==> config.mk <==
export PLATFORM = sky130hd
export DESIGN_NAME = grant_arbiter
export DESIGN_NICKNAME = d
export VERILOG_FILES = /design/src/rtl/grant_arbiter_pkg.sv /design/src/rtl/grant_arbiter_decoder.sv /design/src/rtl/grant_arbiter.sv
export SDC_FILE = /design/constraint.sdc
export NUM_CORES = 1
export LEC_CHECK = 0
export ABC_AREA = 1
export CORE_ASPECT_RATIO = 1.25
export CORE_MARGIN = 1.5
export CORE_UTILIZATION = 50
export CTS_CLUSTER_SIZE = 16
export DETAILED_ROUTE_END_ITERATION = 10
export HOLD_SLACK_MARGIN = 0.06
export PLACE_DENSITY = 0.81
export SKIP_LAST_GASP = 1
export SLEW_MARGIN = 40
export SYNTH_ARGS = -nofsm -noshare
export SYNTH_HDL_FRONTEND = slang
export SYNTH_SLANG_ARGS = --single-unit
==> constraint.sdc <==
create_clock -name clk -period 3.85 [get_ports clk]
set_clock_uncertainty 0.1 [all_clocks]
set_input_delay 0.77 -clock clk [delete_from_list [all_inputs] [get_ports clk]]
set_output_delay 0.77 -clock clk [all_outputs]
set_load 0.02 [all_outputs]
==> src/rtl/grant_arbiter_pkg.sv <==
// rtl/grant_arbiter_pkg.sv - shared types and sizes for the grant arbiter
package grant_arbiter_pkg;

  localparam int NUM_REQ = 8;
  localparam int IDX_W   = 3;

  typedef enum logic [1:0] {
    IDLE = 2'd0,
    BUSY = 2'd1,
    GAP  = 2'd2
  } state_t;

endpackage

==> src/rtl/grant_arbiter_decoder.sv <==
// rtl/grant_arbiter_decoder.sv - 3-to-8 one-hot decoder
module decoder
  import grant_arbiter_pkg::*;
(
  input  logic [IDX_W-1:0]   sel,
  output logic [NUM_REQ-1:0] onehot
);

  always_comb begin
    onehot      = '0;
    onehot[sel] = 1'b1;
  end

endmodule

==> src/rtl/grant_arbiter.sv <==
// rtl/grant_arbiter.sv - 8-way round-robin arbiter with hold limit and one-cycle gap
module grant_arbiter
  import grant_arbiter_pkg::*;
#(
  parameter int MAX_HOLD = 16
) (
  input  logic               clk,
  input  logic               rst_n,
  input  logic [NUM_REQ-1:0] req,
  output logic [NUM_REQ-1:0] grant,
  output logic [IDX_W-1:0]   grant_idx,
  output logic               grant_valid,
  output logic               timeout,
  output logic               busy
);

  localparam int HOLD_W = $clog2(MAX_HOLD);
  localparam logic [HOLD_W-1:0] HOLD_LAST = HOLD_W'(MAX_HOLD - 1);

  state_t            state_q, state_d;
  logic [IDX_W-1:0]  ptr_q, ptr_d;
  logic [HOLD_W-1:0] hold_q, hold_d;
  logic [IDX_W-1:0]  idx_q, idx_d;
  logic              valid_q, valid_d;
  logic              timeout_q, timeout_d;
  logic              busy_q, busy_d;

  logic [IDX_W-1:0]   winner;
  logic [IDX_W-1:0]   cand;
  logic [NUM_REQ-1:0] dec_out;

  // Scan from the farthest offset down so the nearest requester to ptr wins.
  always_comb begin
    winner = ptr_q;
    cand   = ptr_q;
    for (int k = NUM_REQ - 1; k >= 0; k--) begin
      cand = ptr_q + IDX_W'(k);
      if (req[cand]) begin
        winner = cand;
      end
    end
  end

  always_comb begin
    state_d   = state_q;
    ptr_d     = ptr_q;
    hold_d    = hold_q;
    idx_d     = idx_q;
    valid_d   = valid_q;
    timeout_d = 1'b0;
    case (state_q)
      IDLE, GAP: begin
        if (|req) begin
          state_d = BUSY;
          idx_d   = winner;
          valid_d = 1'b1;
          ptr_d   = winner + IDX_W'(1);
          hold_d  = '0;
        end else begin
          state_d = IDLE;
        end
      end
      BUSY: begin
        // A release on the final hold cycle is treated as a plain release.
        if (!req[idx_q] || (hold_q == HOLD_LAST)) begin
          state_d   = GAP;
          idx_d     = '0;
          valid_d   = 1'b0;
          hold_d    = '0;
          timeout_d = req[idx_q];
        end else begin
          hold_d = hold_q + HOLD_W'(1);
        end
      end
      default: begin
        state_d = IDLE;
        idx_d   = '0;
        valid_d = 1'b0;
        hold_d  = '0;
      end
    endcase
    busy_d = (state_d != IDLE);
  end

  always_ff @(posedge clk) begin
    if (!rst_n) begin
      state_q   <= IDLE;
      ptr_q     <= '0;
      hold_q    <= '0;
      idx_q     <= '0;
      valid_q   <= 1'b0;
      timeout_q <= 1'b0;
      busy_q    <= 1'b0;
    end else begin
      state_q   <= state_d;
      ptr_q     <= ptr_d;
      hold_q    <= hold_d;
      idx_q     <= idx_d;
      valid_q   <= valid_d;
      timeout_q <= timeout_d;
      busy_q    <= busy_d;
    end
  end

  decoder u_decoder (
    .sel    (idx_q),
    .onehot (dec_out)
  );

  assign grant       = dec_out & {NUM_REQ{valid_q}};
  assign grant_idx   = idx_q;
  assign grant_valid = valid_q;
  assign timeout     = timeout_q;
  assign busy        = busy_q;

endmodule

-- After elaboration in Yosys (flattened, before gate mapping)
Index checks and enable logic that the tools add are counted.
Widths: inputs -> output; s select.
- flip-flop bits (word level): 15
- word-level logic and storage cells: 82
- input bits: 10
- bitwise gates (word level): 1
- magnitude comparators: 10
- reductions and logical operators: 10
- equality and inequality tests: 5
- multiplexer cells: 40
- add/subtract/negate cells: 9
- operators with widths (kind ; count):
    $lt 3x4->1 const B ; 9
    $mux 3 ; 10
    $bmux 1 s3 ; 9
    $mux 1 ; 13
    $add 3x3->3 const B ; 4
    $and 8x8->8 ; 1
    $mux 4 ; 2
    $pmux 4 s2 ; 1
    $reduce_or 8->1 ; 1
    $add 3x1->3 const B ; 2
    $add 3x2->3 const B ; 2
    $pmux 3 s2 ; 1
    $add 4x1->4 const B ; 1
    $eq 4x4->1 const B ; 1
    $ne 2x2->1 const B ; 2
    $pmux 2 s2 ; 1
    $reduce_and 2->1 ; 2
    $demux 1 s3 ; 1
    $ge 3x1->1 const B ; 1
    $reduce_and 3->1 ; 1
    $eq 2x1->1 const B ; 1
    $eq 2x2->1 const B ; 1
    $logic_not 2->1 ; 1
    $mux 2 ; 1
    other kinds (6) ; 6

-- Logic depth before layout (Yosys ltp)
- depth after elaboration: 13
- mapped depth: 23

-- Modules after synthesis
From an unflattened synthesis, not the netlist that was laid out.
- cell total of the unflattened synthesis: 243
- area, all modules: 1441.4 sq um
- modules (own cells, without submodules) (module ; area an instance (sq um) ; instances ; cells an instance ; seq. area each (sq um)):
    grant_arbiter ; 1385.1 ; 1 ; 228 ; 300.3
    decoder ; 56.3 ; 1 ; 15 ; 0.0

-- Least setup slack after synthesis
Ideal clock, no wire load.
- path type: reg-to-reg
- from: register ptr_q[1]
- to: register ptr_q[1]
- setup time: 0.119 ns
- cell stages (with the launch flop): 18
- data arrival time: 2.197 ns
- setup slack: 1.434 ns
- data required time: 3.631 ns
- cells stage by stage: dfxtp_1 > buf_6 > inv_4 > ha_1 > inv_2 > nand3_1 > nand3_1 > nand2_1 > o21ai_0 > o21ai_1 > nand2_1 > nand2_1 > nand2_1 > nand2_1 > a21boi_0 > ha_1 > o21ai_0 > a21oi_1
- cells in the longest elaborated chain, start to end: 12
- elaborated cells between the ends (all ways): 32
- ends and longest elaborated chain (element ; line ; source):
    from (decl) ; grant_arbiter.sv:21 ; logic [IDX_W-1:0] ptr_q, ptr_d;
    from (signal assigned) ; grant_arbiter.sv:96 ; ptr_q <= ptr_d;
    $add 3x3->3 ; grant_arbiter.sv:37 ; cand = ptr_q + IDX_W'(k);
    $bmux 1 s3 ; grant_arbiter.sv:38 ; if (req[cand]) begin
    $mux 1 (not written as such) ; grant_arbiter.sv:38 ;
    $mux 3 (7 in series) ; grant_arbiter.sv:38 ;
    $mux 3 * ; grant_arbiter.sv:38 ;
    $add 3x1->3 * ; grant_arbiter.sv:57 ; ptr_d = winner + IDX_W'(1);
Mark *: on every way between the ends. The rest lies on a longest branch, timed or not. The select of a mux whose other input is x is not followed.
A chain may end at the register's enable or synchronous reset.

-- Worst setup path after layout
- from: register ptr_q[0]
- to: register ptr_q[2]
The elaborated chain is that of the path after synthesis.

==> summary.md <==
| Metric | Value |
|---|---|
| Dominant cell type by area after synthesis | `dfxtp_1` |
| Hold wc startpoint | `hold_q[0]` |
| Setup Viol. Count Final | `0` |
| Largest cells by area after synthesis | `dfxtp_1 (23%), nand2_1 (18%), nand3_1 (13%)` |
| DRT iter0 DRCs | `65` |
| Hold Path Depth | `2` |
| Final Max Tran Viols | `0` |
| CTS Buffer Depth | `2` |
| Post-route ant nets | `0` |
| Post-synthesis net count | `238` |
| Worst hold margin | `0.407 ns` |
| CTS Hold Buffers Added | `0` |
| Routed vias | `1,522` |
| Yosys top cell area share | `22.6%` |
| HP Class | `reg2reg` |
| Count of cell types in the netlist | `30` |
| Largest net degree at the start of global routing | `13` |
| Register area share after synthesis | `22.6%` |
| Cts bufs inserted | `3` |
| IO buf count | `23` |
| Required time worst endpoint | `3.95 ns` |
| Cell leakage power | `0.798 nW` |
| VDD IR-drop max | `0.000450 V` |
| Grt ovf | `0` |
| Reg clk slew, reported paths | `0.09 ns` |
| Clock Root Buffer | `clkbuf_4` |
| Mapped cell area | `1330 sq um` |
| Antenna cells | `0` |
| Initial antenna violation count | `0` |
| Net Switching | `0.782 mW` |
| Cells after Synth | `224` |
| Pint | `0.635 mW` |
| DRC | `0` |
| Worst EP arrival | `3.01 ns` |
| Min cycle time layout | `2.92 ns` |
| Fmax | `0.343 GHz` |
| # resized after CTS | `0` |
| Final net count | `265` |
| # H-tree levels | `1` |
| Pwr dens | `880 nW/um^2` |
| Hold EP | `hold_q[0]` |
| R2R depth | `20` |
| All-Layer GR Usage | `24.8%` |
| Main flop type after synthesis | `dfxtp_1` |
| Setup CP Type | `reg2reg` |
| Relative slew slack | `70.6%` |
| Die width | `49.1 um` |
| GPL Wtd Cong | `0.884` |
| 1st-pass router iterations | `4` |
| DIE HEIGHT | `60.7 um` |
| Core Footprint | `2480 sq um` |
| Avg Inst Size Synth | `5.94 sq um` |
| TritonCTS clock tree | `done` |
| Clk_lat worst skew | `0.29 ns` |
| Max-Cap Viols | `0` |
| Layout area overhead | `21.0%` |
| Run status | `finished, final reports clean` |
| Final Cycle Share | `75.7%` |
| Worst R2R Start | `ptr_q[0]` |
| Row cnt | `20` |
| Routed vias/inst | `5.38` |
| Share of layout cells above drive strength 1 | `9.20%` |
| Setup crit start kind | `flop` |
| Die footprint | `2980 sq um` |
| Total wire length | `3460 um` |
| Combinational power share | `76.8%` |
| Ports | `24` |
| Synth warnings | `0` |
| Reg-to-reg setup timing slack | `0.93 ns` |
| Post-CTS setup repair buffer count | `0` |
| Seq pwr share | `16.7%` |
| Flops & latches, synth | `15` |
| Net Sw Frac | `55.2%` |
| R2R Path End | `ptr_q[2]` |
| EDFF count, synth | `0` |
| Dpl hpwl | `2800 um` |
| Worst-Margin Slew | `0.440 ns` |
| Setup TNS | `0 ns` |
| Final hold vios | `0` |
| First-pass GRT wire length | `5740 um` |
| RSZ-0062 raised after global routing | `no` |
| Clock sinks | `15` |
| Clock network fraction of total power | `6.5%` |
| Initial Util | `53.7%` |
| Crit end category | `flop` |
| # fillers | `232` |
| Async S/R FF share, synth | `0%` |
| Post-detailed-route wirelength per cell | `12.2 um` |
| Vias in the first global route | `1,376` |
| Worst Path Max Fanout | `12` |
layout make-up:
class | count | area [sq um] | share of cell area, %
tap | 33 | 41.3 | 2.57
clock buffer | 4 | 26.3 | 1.63
timing repair buffer | 25 | 245 | 15.2
multi-input combinational | 176 | 878 | 54.6
sequential | 15 | 300 | 18.7
inverter | 30 | 118 | 7.31
Yosys cell counts (2+ instances only):
| master | count |
|---|---|
| a21oi_1 | 9 |
| and2_1 | 2 |
| buf_6 | 3 |
| dfxtp_1 | 15 |
| ha_1 | 4 |
| inv_1 | 25 |
| inv_2 | 3 |
| inv_4 | 2 |
| nand2_1 | 64 |
| nand2_2 | 5 |
| nand3_1 | 35 |
| nand3_2 | 3 |
| nor2_1 | 26 |
| nor3_1 | 2 |
| nor4_1 | 2 |
| o21ai_0 | 9 |
| xor2_1 | 2 |
worst max path at each step:
stage,from,end,slack (ns),depth (start not counted)
2_1_floorplan,ptr_q[1],ptr_q[1],1.43,17
6_report,ptr_q[0],ptr_q[2],0.93,20
3_3_place_gp,req[2],ptr_q[2],0.80,19
5_1_grt,ptr_q[0],ptr_q[2],0.66,20
3_5_place_dp,req[6],ptr_q[2],0.70,19
4_1_cts,ptr_q[0],ptr_q[2],0.95,20
power groups by stage:
| stage | Sequential (mW) | Clock (mW) | Combinational (mW) |
|---|---|---|---|
| 2_1_floorplan | 0.246 | 0 | 0.844 |
| 6_report | 0.236 | 0.0917 | 1.09 |
| 4_1_cts | 0.236 | 0.0916 | 1.08 |
| 5_1_grt | 0.242 | 0.0966 | 1.24 |
| 3_5_place_dp | 0.239 | 0 | 1.08 |
| 3_3_place_gp | 0.240 | 0 | 1.06 |
cell usage in the layout (no fill, tap or decap):
cell type	count
nor3b_1	1
clkbuf_4	3
or2_2	1
nand3_2	3
o21ai_1	1
clkbuf_1	1
a21oi_1	9
xnor2_2	1
clkdlybuf4s50_1	23
o21ai_2	1
nand4_1	1
xor2_1	2
a21oi_2	1
a31oi_1	1
nand3_1	35
o22ai_1	1
inv_2	3
ha_1	4
inv_4	2
nor3_1	2
o21bai_1	1
xor2_2	1
nand2_2	5
o2111ai_1	1
nor2_1	26
dfxtp_1	15
and2_1	2
nand2_1	64
o21ai_0	9
nor4_1	2
a21boi_0	1
buf_4	2
inv_1	25
worst max-delay path: stages (launching register included):
cell	delay, ns
dfxtp_1	0.31
buf_4	0.17
inv_2	0.11
ha_1	0.42
inv_2	0.14
nand3_1	0.13
nand3_1	0.11
nand2_1	0.09
o21ai_0	0.17
o21ai_1	0.08
nand2_1	0.06
nand2_1	0.05
nand2_1	0.05
nand2_1	0.06
a21boi_0	0.23
ha_1	0.23
inv_1	0.05
nand3_1	0.07
nand3_1	0.08
nand2_1	0.07
inv_1	0.03
sequential cells by signal, indices dropped and copies added (netlist names):
| signal | flops |
|---|---|
| timeout | 1 |
| hold_q | 4 |
| ptr_q | 3 |
| grant_valid | 1 |
| busy | 1 |
| grant_idx | 3 |
| state_q | 2 |
logic make-up (layout without fill, tap and decap cells):
group	Yosys count	after routing	synth area share [%]
flops	15	15	22.6
fa+ha+maj	4	4	3.76
compound gates	26	26	11.2
simple gates	142	142	47.3
buf+inv	33	59	11.4
xor+xnor	4	4	3.76
stage by stage:
step	util, %	cells	setup WS [ns]	total power [mW]	cell area, sq um
2_1_floorplan	-	224	1.43	1.09	1330
3_3_place_gp	63.9	279	0.799	1.30	1580
3_5_place_dp	63.9	279	0.700	1.32	1580
4_1_cts	64.9	283	0.949	1.41	1610
5_1_grt	64.9	283	0.661	1.58	1610
6_report	64.9	283	0.934	1.42	1610
per-layer routing:
layer | vias to the layer above | global-route usage (%) | share of wire [%]
met5 | - | 0 | 0
met4 | 0 | 13.9 | 2.5
met3 | 9 | 1.23 | 6.0
met2 | 67 | 48.3 | 51
met1 | 674 | 27.2 | 41
li1 | 772 | - | -
(Power assumes the default switching activity.)
